`config.mk`:
```
export PLATFORM = sky130hd
export DESIGN_NAME = rr_grant_sequencer_8_flat
export DESIGN_NICKNAME = d
export VERILOG_FILES = /design/src/rtl/rr_grant_sequencer_8_if.sv /design/src/rtl/rr_grant_sequencer_8.sv /design/src/flat_wrapper.sv
export SDC_FILE = /design/constraint.sdc
export NUM_CORES = 1
export LEC_CHECK = 0
export BUFFER_PORTS_ARGS = -buffer_cell sky130_fd_sc_hd__buf_4
export CAP_MARGIN = 15
export CORE_MARGIN = 5
export CORE_UTILIZATION = 55
export CTS_CLUSTER_SIZE = 25
export DETAILED_ROUTE_END_ITERATION = 10
export GPL_TIMING_DRIVEN = 0
export PLACE_DENSITY = 0.75
export SLEW_MARGIN = 20
export SYNTH_ARGS = -nofsm -noshare
export SYNTH_HDL_FRONTEND = slang
export SYNTH_SLANG_ARGS = --single-unit
```
`constraint.sdc`:
```
create_clock -name clk -period 3.7 [get_ports clk]
set_input_delay 0.74 -clock clk [delete_from_list [all_inputs] [get_ports clk]]
set_output_delay 0.74 -clock clk [all_outputs]
set_load 0.02 [all_outputs]
```
`src/rtl/rr_grant_sequencer_8_if.sv`:
```
// Requester-side bus of the round-robin grant sequencer.
// The sequencer connects through slave; requester agents connect through master.
interface rr_grant_sequencer_8_if;
  logic [7:0] req;
  logic       done;
  logic [7:0] gnt;
  logic [2:0] gnt_idx;
  logic       gnt_valid;
  logic       timeout;

  modport master (
    output req, done,
    input  gnt, gnt_idx, gnt_valid, timeout
  );

  modport slave (
    input  req, done,
    output gnt, gnt_idx, gnt_valid, timeout
  );
endinterface

```
`src/rtl/rr_grant_sequencer_8.sv`:
```
// Round-robin sequencer that shares one resource among 8 requesters.
// It produces a registered one-hot grant with its encoder index, and enforces an optional hold timeout.
module rr_grant_sequencer_8 #(
  parameter int unsigned MAX_HOLD = 16,
  parameter int unsigned CNT_W    = 8
) (
  input  logic                  clk,
  input  logic                  rst,
  rr_grant_sequencer_8_if.slave bus
);

  typedef enum logic {IDLE, OWN} state_t;

  localparam logic [CNT_W-1:0] HOLD_LAST = CNT_W'((MAX_HOLD == 0) ? 0 : MAX_HOLD - 1);

  state_t           state, state_nx;
  logic [2:0]       ptr, ptr_nx;
  logic [CNT_W-1:0] hold_cnt, hold_nx;
  logic [7:0]       gnt_q, gnt_nx;
  logic [2:0]       idx_q, idx_nx;
  logic             valid_q, valid_nx;
  logic             to_q, to_nx;

  logic [2:0]       win;
  logic             found;
  logic             rel_user, rel_to;

  // The first set request bit, found by scanning circularly upward from ptr.
  always_comb begin
    found = 1'b0;
    win   = ptr;
    for (int unsigned i = 0; i < 8; i++) begin
      if (!found && bus.req[ptr + 3'(i)]) begin
        found = 1'b1;
        win   = ptr + 3'(i);
      end
    end
  end

  assign rel_user = bus.done || !bus.req[idx_q];
  assign rel_to   = (MAX_HOLD != 0) && (hold_cnt == HOLD_LAST);

  always_comb begin
    state_nx = state;
    ptr_nx   = ptr;
    hold_nx  = hold_cnt;
    gnt_nx   = gnt_q;
    idx_nx   = idx_q;
    valid_nx = valid_q;
    to_nx    = 1'b0;
    unique case (state)
      IDLE: begin
        gnt_nx   = '0;
        valid_nx = 1'b0;
        if (found) begin
          gnt_nx   = 8'b1 << win;
          idx_nx   = win;
          valid_nx = 1'b1;
          hold_nx  = '0;
          state_nx = OWN;
        end
      end
      OWN: begin
        if (rel_user || rel_to) begin
          gnt_nx   = '0;
          valid_nx = 1'b0;
          state_nx = IDLE;
          ptr_nx   = idx_q + 3'd1;
          // A timeout is reported only when no owner-side release happens in the same cycle.
          to_nx    = !rel_user;
        end else if (hold_cnt != '1) begin
          hold_nx = hold_cnt + 1'b1;
        end
      end
    endcase
  end

  always_ff @(posedge clk) begin
    if (rst) begin
      state    <= IDLE;
      ptr      <= '0;
      hold_cnt <= '0;
      gnt_q    <= '0;
      idx_q    <= '0;
      valid_q  <= 1'b0;
      to_q     <= 1'b0;
    end else begin
      state    <= state_nx;
      ptr      <= ptr_nx;
      hold_cnt <= hold_nx;
      gnt_q    <= gnt_nx;
      idx_q    <= idx_nx;
      valid_q  <= valid_nx;
      to_q     <= to_nx;
    end
  end

  assign bus.gnt       = gnt_q;
  assign bus.gnt_idx   = idx_q;
  assign bus.gnt_valid = valid_q;
  assign bus.timeout   = to_q;

endmodule

```
`src/flat_wrapper.sv`:
```
// flat-port wrapper written by rule: the top's interface ports become plain ports
module rr_grant_sequencer_8_flat 
#(
  parameter int unsigned MAX_HOLD = 16,
  parameter int unsigned CNT_W    = 8
)
  (clk, rst, bus_req, bus_done, bus_gnt, bus_gnt_idx, bus_gnt_valid, bus_timeout);
  rr_grant_sequencer_8_if bus_i ();
  input  logic clk;
  input  logic rst;
  input wire logic [$bits(bus_i.req)-1:0] bus_req;
  input wire logic [$bits(bus_i.done)-1:0] bus_done;
  output wire logic [$bits(bus_i.gnt)-1:0] bus_gnt;
  output wire logic [$bits(bus_i.gnt_idx)-1:0] bus_gnt_idx;
  output wire logic [$bits(bus_i.gnt_valid)-1:0] bus_gnt_valid;
  output wire logic [$bits(bus_i.timeout)-1:0] bus_timeout;
  assign bus_i.req = bus_req;
  assign bus_i.done = bus_done;
  assign bus_gnt = bus_i.gnt;
  assign bus_gnt_idx = bus_i.gnt_idx;
  assign bus_gnt_valid = bus_i.gnt_valid;
  assign bus_timeout = bus_i.timeout;
  rr_grant_sequencer_8 #(.MAX_HOLD(MAX_HOLD), .CNT_W(CNT_W)) u_core (.clk(clk), .rst(rst), .bus(bus_i));
endmodule
```
=== Yosys cells after proc, flatten, opt, wreduce, memory -nomap -nowiden ===
Cells that the tools add are included.
W data, S select, Z words.

* Bits in registers: 25
* Bits of input ports: 11
* Output and inout port bits: 13
* Logic and storage cells: 101

* $add $sub $neg: 9
* Magnitude comparators: 9
* Eq/ne operators: 6
* Shift-type cells: 1
* Multiplexer cells: 45
* Bitwise gates (word level): 2
* Reduce and logical (&&, ||, !) cells: 22

{| class="wikitable"
|+ Operators by type and width
! kind !! number
|-
| $mux W8 || 5
|-
| $lt A3 B4 Y1 const B || 9
|-
| $pmux W8 S2 || 2
|-
| $bmux W1 S3 || 9
|-
| $mux W3 || 7
|-
| $mux W1 || 20
|-
| $add A3 B3 Y3 const B || 4
|-
| $logic_not A1 Y1 || 9
|-
| $add A8 B1 Y8 const B || 1
|-
| $eq A8 B4 Y1 const B || 1
|-
| $ne A8 B8 Y1 const B || 1
|-
| $shl A1 B3 Y8 const A || 1
|-
| $logic_and A1 B1 Y1 || 7
|-
| $add A3 B1 Y3 const B || 2
|-
| $add A3 B2 Y3 const B || 2
|-
| $ne A2 B2 Y1 const B || 3
|-
| $pmux W1 S2 || 2
|-
| $reduce_and A2 Y1 || 2
|-
| $reduce_and A3 Y1 || 1
|-
| $reduce_or A3 Y1 || 1
|-
| $logic_or A1 B1 Y1 || 2
|-
| $ne A2 B1 Y1 const B || 1
|-
| $not A1 Y1 || 2
|}

=== Depth between registers and ports, before layout ===
* Word-level depth: 27
* Gate-level depth with buffers: 13
* Gate-level depth less buffers: 10

=== Worst setup path before layout ===
OpenSTA, ideal clock, no wires.

* Path kind: register to register
* Start: reg u_core.ptr[1]
* End: reg u_core.gnt_q[0], in the netlist u_core.bus.gnt[0]
* Library setup time: 0.101 ns
* Arrival time: 3.239 ns
* Required time: 3.599 ns
* Slack: 0.360 ns
* Stages on the path, launching flop included: 14
* Buffers on the path: 3
* Clock period less this slack: 3.340 ns
* Cell sequence: dfxtp_1 > buf_2 > inv_1 > ha_1 > buf_4 > mux4_2 > mux2_4 > nand2b_4 > nand2_2 > mux2i_1 > a22oi_2 > a32o_1 > buf_6 > o41ai_1

* Longest elaborated chain between the ends: 27
* Elaborated cells between the ends (all ways): 55
* Classes of those cells: 7 x add/sub; 1 x shift; 33 x mux; 14 x reduce/logical

{| class="wikitable"
|+ RTL lines
! what !! line !! source
|-
| from (decl) || rr_grant_sequencer_8.sv:17 || <nowiki>logic [2:0] ptr, ptr_nx;</nowiki>
|-
| from (signal assigned) || rr_grant_sequencer_8.sv:89 || <nowiki>ptr <= ptr_nx;</nowiki>
|-
| branches (longest 25 deep; another with $add A3 B1 Y3) || n/a ||
|-
| $mux W8 (*) || rr_grant_sequencer_8.sv:55 || <nowiki>if (found) begin</nowiki>
|-
| $pmux W8 S2 (*) || rr_grant_sequencer_8.sv:51 || <nowiki>unique case (state)</nowiki>
|-
| to (signal assigned) || rr_grant_sequencer_8.sv:91 || <nowiki>gnt_q <= gnt_nx;</nowiki>
|-
| to (decl) || rr_grant_sequencer_8.sv:19 || <nowiki>logic [7:0] gnt_q, gnt_nx;</nowiki>
|}

Mark *: on every way between the ends. The select of a mux whose other input is x is not followed.
A chain may end at the register's enable or synchronous reset.

=== Final worst setup path ===
* Start: reg u_core.ptr[1]
* End: reg u_core.gnt_q[1], in the netlist u_core.bus.gnt[1]

The elaborated chain is that of the path after synthesis.

==> PnR_summary.wiki <==
{| class="wikitable"
! Metric !! Value
|-
| Largest cells by area after synthesis || dfxtp_1, mux4_2, mux2i_1
|-
| Worst clock skew || 0.00535 ns
|-
| TritonCTS Buffers || 3
|-
| Final wirelength || 5020 µm
|-
| Row cnt || 22
|-
| Share of the synthesized area in the top cell type || 24.1%
|-
| Placer congestion estimate || 0.857
|-
| Count of warnings emitted by yosys || 0
|-
| CTS Buffer Depth || 2
|-
| Critical path arrival || 3.66 ns
|-
| Post-detail-place hpwl || 3740 µm
|-
| Maximum number of pins on one net before global-route repair || 14
|-
| Portion of total power attributed to the clock network || 11.6%
|-
| Clock transition at the registers of the reported paths || 0.08 ns
|-
| Number of max-cap violations || 0
|-
| Worst-Margin Slew || 0.498 ns
|-
| P_int || 0.748 mW
|-
| Antenna violations before repair || 0
|-
| Final Slew Violations || 0
|-
| Area of the mapped netlist || 2080 µm²
|-
| Yosys reg bits || 25
|-
| Classification of the worst setup path || reg -> reg
|-
| Fill cell instance count of the final layout || 321
|-
| WP data required || 3.87 ns
|-
| Sw Share || 44.0%
|-
| Number of distinct library cells after synthesis || 62
|-
| Die height || 71.5 µm
|-
| Router iterations before antenna repair || 4
|-
| Maximum net fanout on the critical path || 10
|-
| Worst hold path type || reg -> reg
|-
| Num Clock Sinks || 25
|-
| Share of flip-flops with an asynchronous set or reset after synthesis || 0%
|-
| Sum of overflow across all layers after global routing || 0
|-
| Global-route usage over all layers || 20.1%
|-
| Pwr dens || 549 nW/µm²
|-
| Count of final hold-check violations || 0
|-
| Initial Utilization || 56.7%
|-
| Detailed Route Iter0 Violations || 185
|-
| Shortest clock period the worst path allows after layout || 3.49 ns
|-
| Proportion of layout cells with a drive suffix above 1 || 26.1%
|-
| Commonest register cell after synthesis || dfxtp_1
|-
| Die span in x || 71.5 µm
|-
| Overall die area || 5110 µm²
|-
| Syn nets || 247
|-
| Per-cell via count in the routed design || 6.22
|-
| First-pass GRT wire length || 8530 µm
|-
| Input/output buffers || 23
|-
| Leakage power || 0.952 nW
|-
| Final net count || 277
|-
| Tightest hold margin || 0.459 ns
|-
| Clock root buffer master || clkbuf_8
|-
| Seq pwr share || 25.8%
|-
| Number of enable flip-flop cells after synthesis || 0
|-
| Placeable core area || 3660 µm²
|-
| Number of diodes || 0
|-
| RSZ-0062 raised after global routing || no
|-
| Worst-case headroom to the max-slew limit || 66.7%
|-
| Clock tree from TritonCTS || done
|-
| Utilization after layout || 66.5%
|-
| Power, Total || 1.34 mW
|-
| Power share of the combinational group || 62.5%
|-
| DRT antenna net count || 0
|-
| Per-cell routed wire length || 16.2 µm
|-
| Startpoint Class || flip-flop
|-
| Psw || 0.588 mW
|-
| Later-pin clock latency in the skew report || 0.26 ns
|-
| Maximum vdd ir drop || 0.000388 V
|-
| Setup crit end kind || flip-flop
|-
| Outcome || finished, final reports clean
|-
| CTS HTree Levels || 1
|-
| Remaining design rule violation count || 0
|-
| P&R area growth vs syn || 17.2%
|-
| Synthesized area divided by synthesized cell count || 8.95 µm²
|-
| Number of vias after detailed routing || 1,921
|-
| I/O pin total || 24
|-
| FMAX || 0.286 GHz
|-
| Tcrit/Tclk final || 94.5%
|-
| Sequential fraction of the synthesis area || 24.1%
|-
| Setup Viol. Count Final || 0
|-
| Synthesized instance count || 232
|-
| Post-synth top area cell || dfxtp_1
|-
| Number of global-route vias before repair || 1,864
|}
==> layout make-up <==
cell class	instances	area [µm²]	area share [%]
clock buffers	4	45.0	1.85
well taps	48	60.1	2.47
inverters	9	37.5	1.54
flip-flops and latches	25	503	20.7
multi-input cells	188	1530	62.8
repair buffers	25	188	7.71
plain buffers	10	72.6	2.98
==> final timing paths <==
kind	slack, ns	start	depth (start not counted)	endpoint
setup / recovery	0.21	u_core.ptr[1]	13	u_core.bus.gnt[1]
hold / removal	0.46	u_core.bus.gnt[1]	2	u_core.bus.gnt[1]
setup reg to reg	0.21	u_core.ptr[1]	13	u_core.bus.gnt[1]
hold reg to reg	0.46	u_core.bus.gnt[1]	2	u_core.bus.gnt[1]
==> through the flow <==
step	setup slack [ns]	TNS [ns]	instances	area (µm²)
2_1_floorplan	0.360	0	232	2080
4_1_cts	0.0179	0	307	2360
3_3_place_gp	-0.0836	-0.576	303	2310
6_report	0.205	0	309	2430
5_1_grt	0.00896	0	309	2430
3_5_place_dp	-0.112	-0.718	303	2310
==> cell families (layout without fill, tap and decap cells) <==
logic type                 after synthesis  after routing  share of synthesized area [%]
muxes                                   25             25                           19.3
and+or+nand+nor                         87             87                           21.6
adders and majority gates                4              4                           2.41
xor gates and xnor gates                11             11                           5.00
AOI/OAI and AO/OA                       61             61                           23.0
buffers and inverters                   19             48                           4.64
DFF                                     25             25                           24.1
==> registers in the layout, indices dropped and copies added, names as in the netlist <==
signal and flops:
u_core.bus.gnt 8, u_core.bus.gnt_idx 3, u_core.bus.gnt_valid 1, u_core.bus.timeout 1, u_core.hold_cnt 8, u_core.ptr 3
u_core.state 1
==> layout by cell type (no fill, tap or decap), drive strengths merged, types with 5 or more instances in the layout <==
cell and count:
a21oi 11, a32o 5, buf 31, clkbuf 8
dfxtp 25, inv 8, mux2 5, mux2i 9
mux4 11, nand2 24, nand2b 7, nand3 7
nand4 5, nor2 21, o21ai 7, o41ai 5
xor2 7
==> worst max-delay path: stages (launching register included) <==
cell        delay (ns)
dfxtp_2           0.38
buf_6             0.17
clkinvlp_4        0.15
ha_4              0.32
buf_6             0.16
mux4_2            0.50
mux2_4            0.34
nand2b_4          0.18
nand2_2           0.13
mux2i_2           0.25
a22oi_2           0.10
a32o_1            0.24
buf_6             0.14
o41ai_1           0.33
==> synthesized netlist by cell type (all sizes together), types with 4 or more instances <==
master   n
a21oi   11
o21ai    7
nand4    5
xnor2    4
xor2     7
mux2i    9
a211oi   4
mux2     5
nand3    7
o41ai    5
nand2   24
a32o     5
ha       4
clkbuf   4
mux4    11
nor2    21
inv      9
buf      6
a22oi    4
nor3     4
nand2b   7
dfxtp   25
nor2b    4
==> per-layer routing <==
layer	GRT usage, %	wire (µm)	vias up
met4	6.68	106	0
met5	0	0	-
met2	33.9	2430	52
li1	-	-	946
met3	2.38	171	9
met1	26.6	2310	914
==> timing repair <==
| action | CTS | global route |
|---|---|---|
| pin swaps | 0 | 1 |
| resized for setup | 3 | 11 |
| setup buffers | 0 | 2 |
| hold buffers | 0 | 0 |
| endpoints found under the setup margin | 12 | 20 |
==> power by group through the flow <==
stage                     sequential [mW]  clock, mW  combinational [mW]
after floorplan                     0.375          0               0.555
after global placement              0.350          0               0.760
after detailed placement            0.351          0               0.764
after CTS                           0.345      0.160               0.771
after global routing                0.352      0.175               0.911
final                               0.345      0.155               0.836
Note: power is estimated with default switching activity, not from simulation.
